===== src/rtl/data_cache_responder.sv =====
// Direct-mapped, write-back, write-allocate L1 data cache. It answers the CPU MEM-stage
// data port and moves whole 128-bit blocks to and from data memory.
//
// state         | meaning
// ST_IDLE       | serving hits; a miss leaves for write-back or fetch
// ST_WRITE_BACK | dirty victim line being written to memory
// ST_FETCH      | requested block being read from memory into the line
module data_cache_responder #(
    parameter int INDEX_W = 3,
    parameter int TAG_W   = 32 - INDEX_W - 4
) (
    input  logic         CLK,
    input  logic         RESET,
    input  logic         memRead,
    input  logic         memWrite,
    input  logic [31:0]  address,
    input  logic [31:0]  writedata,
    output logic [31:0]  readdata,
    output logic         busywait,
    output logic         hit,
    output logic         mem_read,
    output logic         mem_write,
    output logic [27:0]  mem_address,
    output logic [127:0] mem_writedata,
    input  logic [127:0] mem_readdata,
    input  logic         mem_busywait
);
    localparam int NUM_SETS = 2 ** INDEX_W;

    localparam logic [1:0] ST_IDLE       = 2'd0;
    localparam logic [1:0] ST_WRITE_BACK = 2'd1;
    localparam logic [1:0] ST_FETCH      = 2'd2;

    logic [1:0]          state;
    logic [1:0]          state_nxt;
    logic [127:0]        data_arr [NUM_SETS];
    logic [TAG_W-1:0]    tag_arr  [NUM_SETS];
    logic [NUM_SETS-1:0] valid;
    logic [NUM_SETS-1:0] dirty;

    logic [INDEX_W-1:0]  index;
    logic [TAG_W-1:0]    tag;
    logic [6:0]          word_lsb;
    logic [127:0]        line;
    logic                req;
    logic                idle_hit;
    logic                write_hit;
    logic                fetch_done;
    logic                unused_addr_bits;

    assign index            = address[INDEX_W+3:4];
    assign tag              = address[31:INDEX_W+4];
    assign word_lsb         = {address[3:2], 5'b0};
    assign unused_addr_bits = ^address[1:0];
    assign line             = data_arr[index];
    assign req              = memRead | memWrite;

    assign hit        = valid[index] && (tag_arr[index] == tag);
    assign idle_hit   = (state == ST_IDLE) && hit;
    assign busywait   = req && !idle_hit;
    // Simultaneous read and write requests are handled as a store.
    assign write_hit  = idle_hit && memWrite;
    assign fetch_done = (state == ST_FETCH) && !mem_busywait;

    assign readdata  = idle_hit ? line[word_lsb +: 32] : 32'd0;
    assign mem_read  = (state == ST_FETCH);
    assign mem_write = (state == ST_WRITE_BACK);

    always_comb begin
        mem_address   = 28'd0;
        mem_writedata = 128'd0;
        case (state)
            ST_WRITE_BACK: begin
                mem_address   = {tag_arr[index], index};
                mem_writedata = line;
            end
            ST_FETCH: mem_address = address[31:4];
            default: ;
        endcase
    end

    always_comb begin
        state_nxt = state;
        case (state)
            ST_IDLE: begin
                if (req && !hit)
                    state_nxt = (valid[index] && dirty[index]) ? ST_WRITE_BACK : ST_FETCH;
            end
            ST_WRITE_BACK: if (!mem_busywait) state_nxt = ST_FETCH;
            ST_FETCH:      if (!mem_busywait) state_nxt = ST_IDLE;
            default:       state_nxt = ST_IDLE;
        endcase
    end

    always_ff @(posedge CLK) begin
        if (RESET) begin
            state <= ST_IDLE;
            valid <= '0;
            dirty <= '0;
        end else begin
            state <= state_nxt;
            if (fetch_done) begin
                valid[index] <= 1'b1;
                dirty[index] <= 1'b0;
            end else if (write_hit) begin
                dirty[index] <= 1'b1;
            end
        end
    end

    // Arrays are not cleared; a reset during a fetch must not install a partial line.
    always_ff @(posedge CLK) begin
        if (!RESET) begin
            if (fetch_done) begin
                data_arr[index] <= mem_readdata;
                tag_arr[index]  <= tag;
            end else if (write_hit) begin
                data_arr[index][word_lsb +: 32] <= writedata;
            end
        end
    end
endmodule


===== config.mk =====
export PLATFORM = sky130hd
export DESIGN_NAME = data_cache_responder
export DESIGN_NICKNAME = d
export VERILOG_FILES = /design/src/rtl/data_cache_responder.sv
export SDC_FILE = /design/constraint.sdc
export NUM_CORES = 1
export LEC_CHECK = 0
export ABC_AREA = 0
export CAP_MARGIN = 20
export CELL_PAD_IN_SITES_DETAIL_PLACEMENT = 2
export CELL_PAD_IN_SITES_GLOBAL_PLACEMENT = 2
export CORE_UTILIZATION = 34
export CTS_BUF_LIST = sky130_fd_sc_hd__clkbuf_16
export DETAILED_ROUTE_END_ITERATION = 6
export PLACE_DENSITY_LB_ADDON = 0.05
export SYNTH_ARGS = -nofsm -noshare
export SYNTH_HDL_FRONTEND = slang
export SYNTH_SLANG_ARGS = --single-unit

===== constraint.sdc =====
create_clock -name CLK -period 9.55 [get_ports CLK]
set_input_delay 2.865 -clock CLK [delete_from_list [all_inputs] [get_ports CLK]]
set_output_delay 2.865 -clock CLK [all_outputs]
set_load 0.05 [all_outputs]

After elaboration in Yosys (flattened, before gate mapping)

Memory sizes are Yosys's and may differ from the RTL's.
Cells that the tools add are included.

Register bits: 18
Memories kept: 2
Input port bits: 197
RAM bits: 1224
Logic and storage cells: 315
Output and inout bits: 192

Mux-type cells: 151
Bitwise gates (word level): 133
Shift operators: 3
$add $sub $neg: 1
Equality and inequality tests: 6
Reductions and logical operators: 14
Magnitude comparators: 2

Memory list:

| name     | words | width | rd ports | clocked after Yosys merged registers in | wr ports | RTL line | source |
|---|---|---|---|---|---|---|---|
| data_arr | 8     | 128   | 1        | 0                                       | 1        | 36       | `logic [127:0] data_arr [NUM_SETS];` |
| tag_arr  | 8     | 25    | 1        | 0                                       | 1        | 37       | `logic [TAG_W-1:0] tag_arr [NUM_SETS];` |

Operators with widths:

| cell                                                                         | number |
|---|---|
| 128-bit 2-to-1 mux                                                           | 2 |
| 1-bit 2-to-1 mux                                                             | 137 |
| 1-bit bitwise OR                                                             | 129 |
| 32-bit by 9-bit variable shift with 128-bit output, first input constant     | 1 |
| 128-bit by 8-bit indexed part select with 32-bit output                      | 1 |
| 32-bit by 9-bit indexed part select with 128-bit output                      | 1 |
| 28-bit case mux with 2 select lines                                          | 1 |
| 32-bit 2-to-1 mux                                                            | 1 |
| 25-bit == test                                                               | 1 |
| 8-bit 2-to-1 mux                                                             | 2 |
| 8-bit bitwise OR                                                             | 2 |
| 7-bit negator with 9-bit output                                              | 1 |
| 8-bit bitwise AND                                                            | 1 |
| 1-bit logical AND                                                            | 8 |
| 2-bit 2-to-1 mux                                                             | 4 |
| 8-bit NOT                                                                    | 1 |
| 1-bit binary-select mux with 3-bit select                                    | 2 |
| 2-bit case mux with 3 select lines                                           | 1 |
| 3-bit by 4-bit less-than comparator with 1-bit output, second input constant | 1 |
| 2-bit inequality test, second input constant                                 | 2 |
| 1-bit demux with 3-bit select                                                | 1 |
| 3-bit by 1-bit >= comparator with 1-bit output, second input constant        | 1 |
| 1-bit zero test                                                              | 3 |
| 3-bit AND reduction                                                          | 1 |
| other kinds (5)                                                              | 5 |

Logic depth before layout (Yosys ltp)

Gate-level depths: netlist of run 1.

Word-level depth: 10
Depth in mapped cells: 14
Gate-level depth less buffers: 8

Worst setup path before layout of run 1

Ideal clock, no wire load.

Kind: input to output
Start point: input address[6]
End point: output readdata[27]
Arrival time: 6.044 ns
Buffers on the path: 6
Stages on the path: 12
Path slack: 0.641 ns
Required time: 6.685 ns
Cells stage by stage: buf_2 -> buf_2 -> buf_2 -> inv_1 -> clkbuf_1 -> nor3_1 -> clkbuf_1 -> clkbuf_1 -> a22oi_1 -> and4_1 -> mux4_2 -> nor2_1

Word-level cells in the longest chain between the ends: 5
Elaborated cells between the ends (all ways): 9
Those cells by class: eq/ne (1); shift (1); mux (3); reduce/logical (2); memory (2)

Ends and longest elaborated chain:

| what                                                                       | RTL line | source |
|---|---|---|
| start: declaration                                                         | 16       | `input logic [31:0] address,` |
| parallel branches: the longest is 4 deep, another holds memory 8 x 128 bit | -        |  |
| 32-bit 2-to-1 mux *                                                        | 65       | `assign readdata = idle_hit ? line[word_lsb +: 32] : 32'd0;` |
| end: declaration                                                           | 18       | `output logic [31:0] readdata,` |

Every way passes the cells marked *. The select of a mux whose other input is x is not followed.

Worst setup path after layout of run 1

Start point: input address[6]
End point: output readdata[16]

Same word-level chain as after synthesis.

==> summary.md, run 1 <==
| Metric | Value |
|---|---|
| Sequential power share | `0.497` |
| 1st-pass router iterations | `5` |
| CP Depth | `14` |
| Area leader, netlist | `edfxtp_1` |
| Setup TNS | `0 ns` |
| Buffer levels on the longest clock path | `3` |
| Setup crit start kind | `input pin` |
| RSZ-0062 raised after global routing | `false` |
| Storage cell area | `37100 µm²` |
| Ys Warns | `0` |
| Clk sink count | `1242` |
| Net Count, Synth | `3280` |
| CORE AREA | `approximately 150000 µm²` |
| Tot GR Track Use | `0.278` |
| Setup-failing EPs final | `0` |
| Part of the Yosys area used for sequential elements | `0.745` |
| CTS tree | `built` |
| Final global-route overflow total | `0` |
| Fill cells | `13600` |
| Ys flop type | `edfxtp_1` |
| Data required time of the worst path | `6.69 ns` |
| Antenna Nets Post-Route | `0` |
| Fin crit share | `0.973` |
| Max-Slew Margin vs Limit | `0.230` |
| PwrDens | `192 nW/µm²` |
| Die area | `148000 µm²` |
| Final #Nets | `around 3700` |
| Most common library cells after synthesis | `1224 x edfxtp_1, 519 x a22oi_1, 187 x nor2_1` |
| Net Sw Frac | `0.239` |
| Reg2reg path depth | `10` |
| First-pass GRT wire length | `283 mm` |
| Largest net degree at the start of global routing | `between 80 and 90` |
| Vias/cell | `approximately 5.7` |
| RD Place Congestion | `0.810` |
| Switching power total | `about 2900 µW` |
| Max Freq | `108 MHz` |
| Clk_skew | `~0.026 ns` |
| Critical path class | `in2out` |
| FP Rows | `140` |
| Number of hold violations in the final report | `0` |
| Worst Tran Pin Value | `between 1 and 1.5 ns` |
| CP cell instances | `buf_4 -> buf_12 -> mux2i_1 -> a22o_1 -> o21a_1 -> nor4b_1 -> buf_4 -> nand4b_1 -> nor4_2 -> buf_4 -> nand3_2 -> buf_12 -> nor2_1 -> buf_12` |
| Leak | `~0.020 µW` |
| Comb power frac | `0.079` |
| CTS hold repair buffers | `0` |
| Avg Inst Size Synth | `16.2 µm²` |
| Tmin final | `between 9 and 10 ns` |
| Maxcap violations | `0` |
| Mapped Cells | `3075` |
| Design Area, Final | `between 60000 and 70000 µm²` |
| CP Capture Type | `output pin` |
| Maximum level of the CTS H-tree | `4` |
| Multi-input logic area | `11700 µm²` |
| Antenna violations before repair | `22` |
| Vias post-DR | `31800` |
| Hold Crit Class | `reg2reg` |
| Starting density of the core | `0.342` |
| Setup slack after layout | `0.255 ns` |
| Top Ports | `around 400` |
| Die Ht | `385 µm` |
| Cell Area, Synth | `between 40000 and 50000 µm²` |
| Slowest CP cell | `nor4b_1` |
| Status | `finished, final reports clean` |
| Hpwl dp | `133 mm` |
| Root Driver | `clkbuf_16` |
| Final wirelength | `approximately 200 mm` |
| Per-cell routed wire length | `36.9 µm` |
| Critical Path Max Stage Delay | `around 0.43 ns` |
| Worst-path clk slew | `roughly 0.060 ns` |
| Clock power share | `0.424` |
| Num CTS Buffers | `140` |
| Die Wd | `between 300 and 400 µm` |
| Number of synthesized register bits | `1242` |
| Worst Path Buf+Inv | `6` |
| Clock latency on the worst-skew pair | `0.79 ns` |
| Ys async rst share | `0` |
| Finished Core Util | `0.434` |
| Crit path max fanout | `45` |
| Yosys top cell area share | `0.738` |
| WP data arrival | `roughly 6.4 ns` |
| Top post-synthesis cells by area | `edfxtp_1 74%, a22oi_1 7.8%, mux2i_1 3.2%` |
| Int Power | `9240 µW` |
| Vias in the first global route | `33700` |
| Layout cells sized above 1 | `0.180` |
| Top delay family on crit path | `buffers and inverters` |
| Area grow syn2layout | `26.9%` |
| Drt initial violations | `2713` |
| DRC Markers | `0` |
| Worst hold path stage count | `2` |
| Post-synth EDFFs | `1224` |
| Dpl ws | `-0.362 ns` |
| Cell variety after synth | `62` |
| Post-DP Area | `around 60000 µm²` |
| Final-report max-slew violation count | `0` |
| Most instantiated library cell after synthesis | `edfxtp_1` |
| Buffers on Ports | `around 390` |
| Worst vdd ir | `0.140 mV` |
-- cell usage in the layout, fill, tap and decap left out, drive strengths merged, types with 19 or more instances in the layout --
cell / instances
mux2: 21
buf: 322
clkbuf: 145
inv: 177
and4: 127
nand2: 158
nor2: 189
mux4: 60
a21oi: 43
clkdlybuf4s50: 205
a22oi: 519
clkinv: 63
edfxtp: 1224
nor3: 19
mux2i: 160
-- repair_timing --
item                                    CTS  global route
hold endpoints to repair                  0             0
gates cloned                              0             0
setup buffers                             0             0
endpoints found under the setup margin   32            16
resized for setup                         4             2
-- worst paths after layout --
path | startpoint | to | slack, ns
worst max-delay path | address[6] | readdata[16] | 0.26
worst min-delay path | valid[4]$_SDFFE_PP0P_ | valid[4]$_SDFFE_PP0P_ | 0.48
worst max register to register | tag_arr[0][0]$_DFFE_PP_ | data_arr[3][7]$_DFFE_PP_ | 4.47
worst min register to register | valid[4]$_SDFFE_PP0P_ | valid[4]$_SDFFE_PP0P_ | 0.48
-- flip-flops by register name, indices dropped and copies added, names as in the netlist, named ones only --
name and count:
valid 8, state 2, tag_arr 200, data_arr 1024
-- metal layers --
metal	share of wire	global-route usage
met1	0.43	0.380
met2	0.47	0.447
met3	0.065	0.0575
met4	0.026	0.0826
met5	0.00060	0
-- power groups by stage --
stage          clock, µW  sequential [µW]  combinational (µW)
3_3_place_gp           0             6150                 938
3_5_place_dp           0             6150                 958
2_1_floorplan          0             6150                 386
4_1_cts             5250             6030                 964
5_1_grt             5450             6030                 990
6_report            5150             6030                 954
-- cells by family (layout without fill, tap and decap cells) --
logic type      after synthesis  after routing  share of synthesized area
flops                      1242           1242                      0.745
compound gates              646            646                     0.0945
simple gates                572            572                     0.0618
buf+inv                     349            920                     0.0288
mux                         241            241                     0.0646
xor+xnor                     17             17                    0.00299
fa+ha+maj                     8              8                    0.00201
other cells                   0              1                          0
-- final cells by class --
| cell class | instances | area share |
|---|---|---|
| Multi-Input combinational cell | 1484 | 0.186 |
| Tap cell | 1917 | 0.0380 |
| Inverter | 144 | 0.00863 |
| Timing Repair Buffer | 528 | 0.112 |
| Sequential cell | 1242 | 0.587 |
| Antenna cell | 1 | 0.0000396 |
| Clock inverter | 104 | 0.0117 |
| Clock buffer | 144 | 0.0570 |
-- worst reg2reg max path, cell delays in order, from the launching register on --
cell	delay [ns]
edfxtp_1	0.36
nor2b_1	0.14
a2111oi_0	0.72
nor4_1	0.12
a2111oi_0	0.40
buf_4	0.18
nand4_1	0.19
or4b_1	0.93
nor2_8	0.66
buf_4	0.34
mux2i_1	0.72
-- per-stage QoR --
step	instances	hold WS, ns	total power (µW)
finish	5564	0.484	12100
global placement	5313	0.459	7080
global route	5563	0.509	12500
detailed placement	5313	0.475	7110
floorplan	3075	0.451	6530
CTS	5561	0.485	12300
No activity file was read; power rests on OpenSTA's default activity.
==> run 2: changes to the inputs <==
Clock period 9.55 ns to 8.1 ns, I/O delays scaled along.
==> run 2 against run 1 <==
Net effect:
- critical path type unchanged
- worst setup slack got worse by 0.099 ns
- clock-buffer cell count decreased by 2
- first-iteration DRC count up 0.85%
- critical endpoint is now readdata[7]
- power increased by 19%
- wire length up 0.41%
- non-clock buffer count increased by 95
- flip-flop and latch count stayed put
- sequential power up 18%
- critical path depth is 1 higher
- highest routed layer unchanged
- design area rose by 2.5%
==> summary.md, run 2 (same netlist as run 1, synthesis figures left out) <==
| Metric | Value |
|---|---|
| 1st-pass router iterations | `5` |
| FP Rows | `140` |
| Antenna violations before repair | `25` |
| Number of hold violations in the final report | `0` |
| Slowest CP cell | `mux4_2` |
| Clock power share | `0.425` |
| Top Registers | `data_arr: 1024 flops, tag_arr: 200 flops, valid: 8 flops` |
| Per-cell routed wire length | `36.4 µm` |
| Die area | `about 150000 µm²` |
| CP Capture Type | `output pin` |
| Filler-free cell count of the finished design | `5662` |
| Final global-route overflow total | `0` |
| Crit path max fanout | `21` |
| Leak | `0.0205 µW` |
| Switching power total | `3450 µW` |
| CORE AREA | `roughly 150000 µm²` |
| Area grow syn2layout | `30.1%` |
| First-pass GRT wire length | `approximately 280 mm` |
| Drt initial violations | `~2700` |
| Die Wd | `about 380 µm` |
| Layout cells sized above 1 | `0.208` |
| Max-Slew Margin vs Limit | `0.213` |
| Critical path class | `in2out` |
| Die Ht | `385 µm` |
| Worst hold path stage count | `2` |
| Post-DP Area | `60300 µm²` |
| Setup TNS | `0 ns` |
| CTS hold repair buffers | `0` |
| CTS tree | `built` |
| Clk_skew | `0.0293 ns` |
| Reg2reg path depth | `12` |
| CP cell instances | `buf_8 -> buf_12 -> mux4_2 -> mux2i_1 -> buf_4 -> nor2_1 -> nor2_1 -> nand3_1 -> nor4_2 -> buf_4 -> nand3_2 -> buf_4 -> buf_12 -> nor2_1 -> buf_12` |
| Reg2reg setup slack | `between 3 and 4 ns` |
| Vias/cell | `5.68` |
| Vias in the first global route | `34500` |
| Placed Cells incl. Taps | `roughly 5400` |
| Storage cell area | `between 30000 and 40000 µm²` |
| Tmin final | `approximately 7.9 ns` |
| Fill cells | `13500` |
| Most flops, register | `data_arr` |
| Multi-input logic area | `about 12000 µm²` |
| Status | `finished, final reports clean` |
| Fin crit share | `0.981` |
| Tot GR Track Use | `0.279` |
| Starting density of the core | `0.342` |
| Critical Path Max Stage Delay | `0.50 ns` |
| PnR Total Power | `14400 µW` |
| Final wirelength | `roughly 210 mm` |
| Worst-path clk slew | `0.05 ns` |
| Net Sw Frac | `0.239` |
| Top Ports | `between 300 and 400` |
| PwrDens | `223 nW/µm²` |
| Worst Tran Pin Value | `around 1.2 ns` |
| Maximum level of the CTS H-tree | `4` |
| Final #Nets | `approximately 3800` |
| DRC Markers | `0` |
| Root Driver | `clkbuf_16` |
| Vias post-DR | `32200` |
| Buffer levels on the longest clock path | `3` |
| Comb power frac | `0.082` |
| Maxcap violations | `0` |
| Sequential power share | `0.493` |
| Int Power | `approximately 11000 µW` |
| Commonest cells after routing, fill and taps aside | `1224 x edfxtp_1, 519 x a22oi_1, 266 x buf_12` |
| RD Place Congestion | `0.801` |
| Commonest non-fill, non-tap cell in the layout | `edfxtp_1` |
| Max Freq | `126 MHz` |
| Num CTS Buffers | `141` |
| Antenna Nets Post-Route | `0` |
| Max reg flops | `roughly 1000` |
| Clk sink count | `1242` |
| Setup-failing EPs final | `0` |
| Design Area, Final | `64800 µm²` |
| Data required time of the worst path | `5.67 ns` |
| WP data arrival | `5.51 ns` |
| Hpwl dp | `138 mm` |
| Setup crit start kind | `input pin` |
| Largest net degree at the start of global routing | `56` |
| Hold slack | `0.487 ns` |
| Clock latency on the worst-skew pair | `0.77 ns` |
| Hold Crit Class | `reg2reg` |
| Final-report max-slew violation count | `0` |
| Buffers on Ports | `386` |
| Worst vdd ir | `between 0.15 and 0.2 mV` |
==> run 2: path summary, 6_finish.rpt <==
kind	start	to
min	valid[1]$_SDFFE_PP0P_	valid[1]$_SDFFE_PP0P_
min reg2reg	valid[1]$_SDFFE_PP0P_	valid[1]$_SDFFE_PP0P_
max reg2reg	tag_arr[5][13]$_DFFE_PP_	data_arr[4][55]$_DFFE_PP_
max	address[4]	readdata[7]
==> run 2: power groups by stage <==
stage	clock, µW	combinational, µW	sequential (µW)
finish	6130	1190	7110
detailed placement	0	1180	7250
floorplan	0	455	7250
global route	6440	1230	7110
CTS	6230	1190	7110
global placement	0	1160	7240
==> run 2: critical path: cells and delay by family <==
kind	cells	cell delay [ns]
muxes	2	0.88
buffers and inverters	7	1.30
and+or+nand+nor	6	0.87
==> run 2: per-stage QoR <==
step                      worst slack [ns]  utilization
after floorplan                     0.0609            -
after global placement              -0.592        0.414
after detailed placement            -0.649        0.414
after CTS                           0.0645        0.444
after global routing               -0.0168        0.445
final                                0.156        0.445
==> run 2: area by class of cell <==
type | count | share of cell area
Sequential cell | 1242 | 0.573
Tap cell | 1917 | 0.0370
Antenna cell | 2 | 0.0000773
Multi-Input combinational cell | 1484 | 0.182
Inverter | 144 | 0.00842
Clock inverter | 108 | 0.0126
Timing Repair Buffer | 623 | 0.132
Clock buffer | 142 | 0.0548
==> run 2: timing repair <==
action / in CTS / in global routing
endpoints found under the setup margin: 35 / 32
resized for setup: 14 / 15
pin swaps: 2 / 0
buffers inserted: 2 / 0
==> run 2: layer usage <==
layer / global-route usage / up-vias / share of wire
met1: 0.377 / 17300 / 0.42
met4: 0.0760 / 18 / 0.027
li1: - / 13400 / -
met3: 0.0572 / 262 / 0.070
met2: 0.455 / 1221 / 0.48
met5: 0 / - / 0.00057
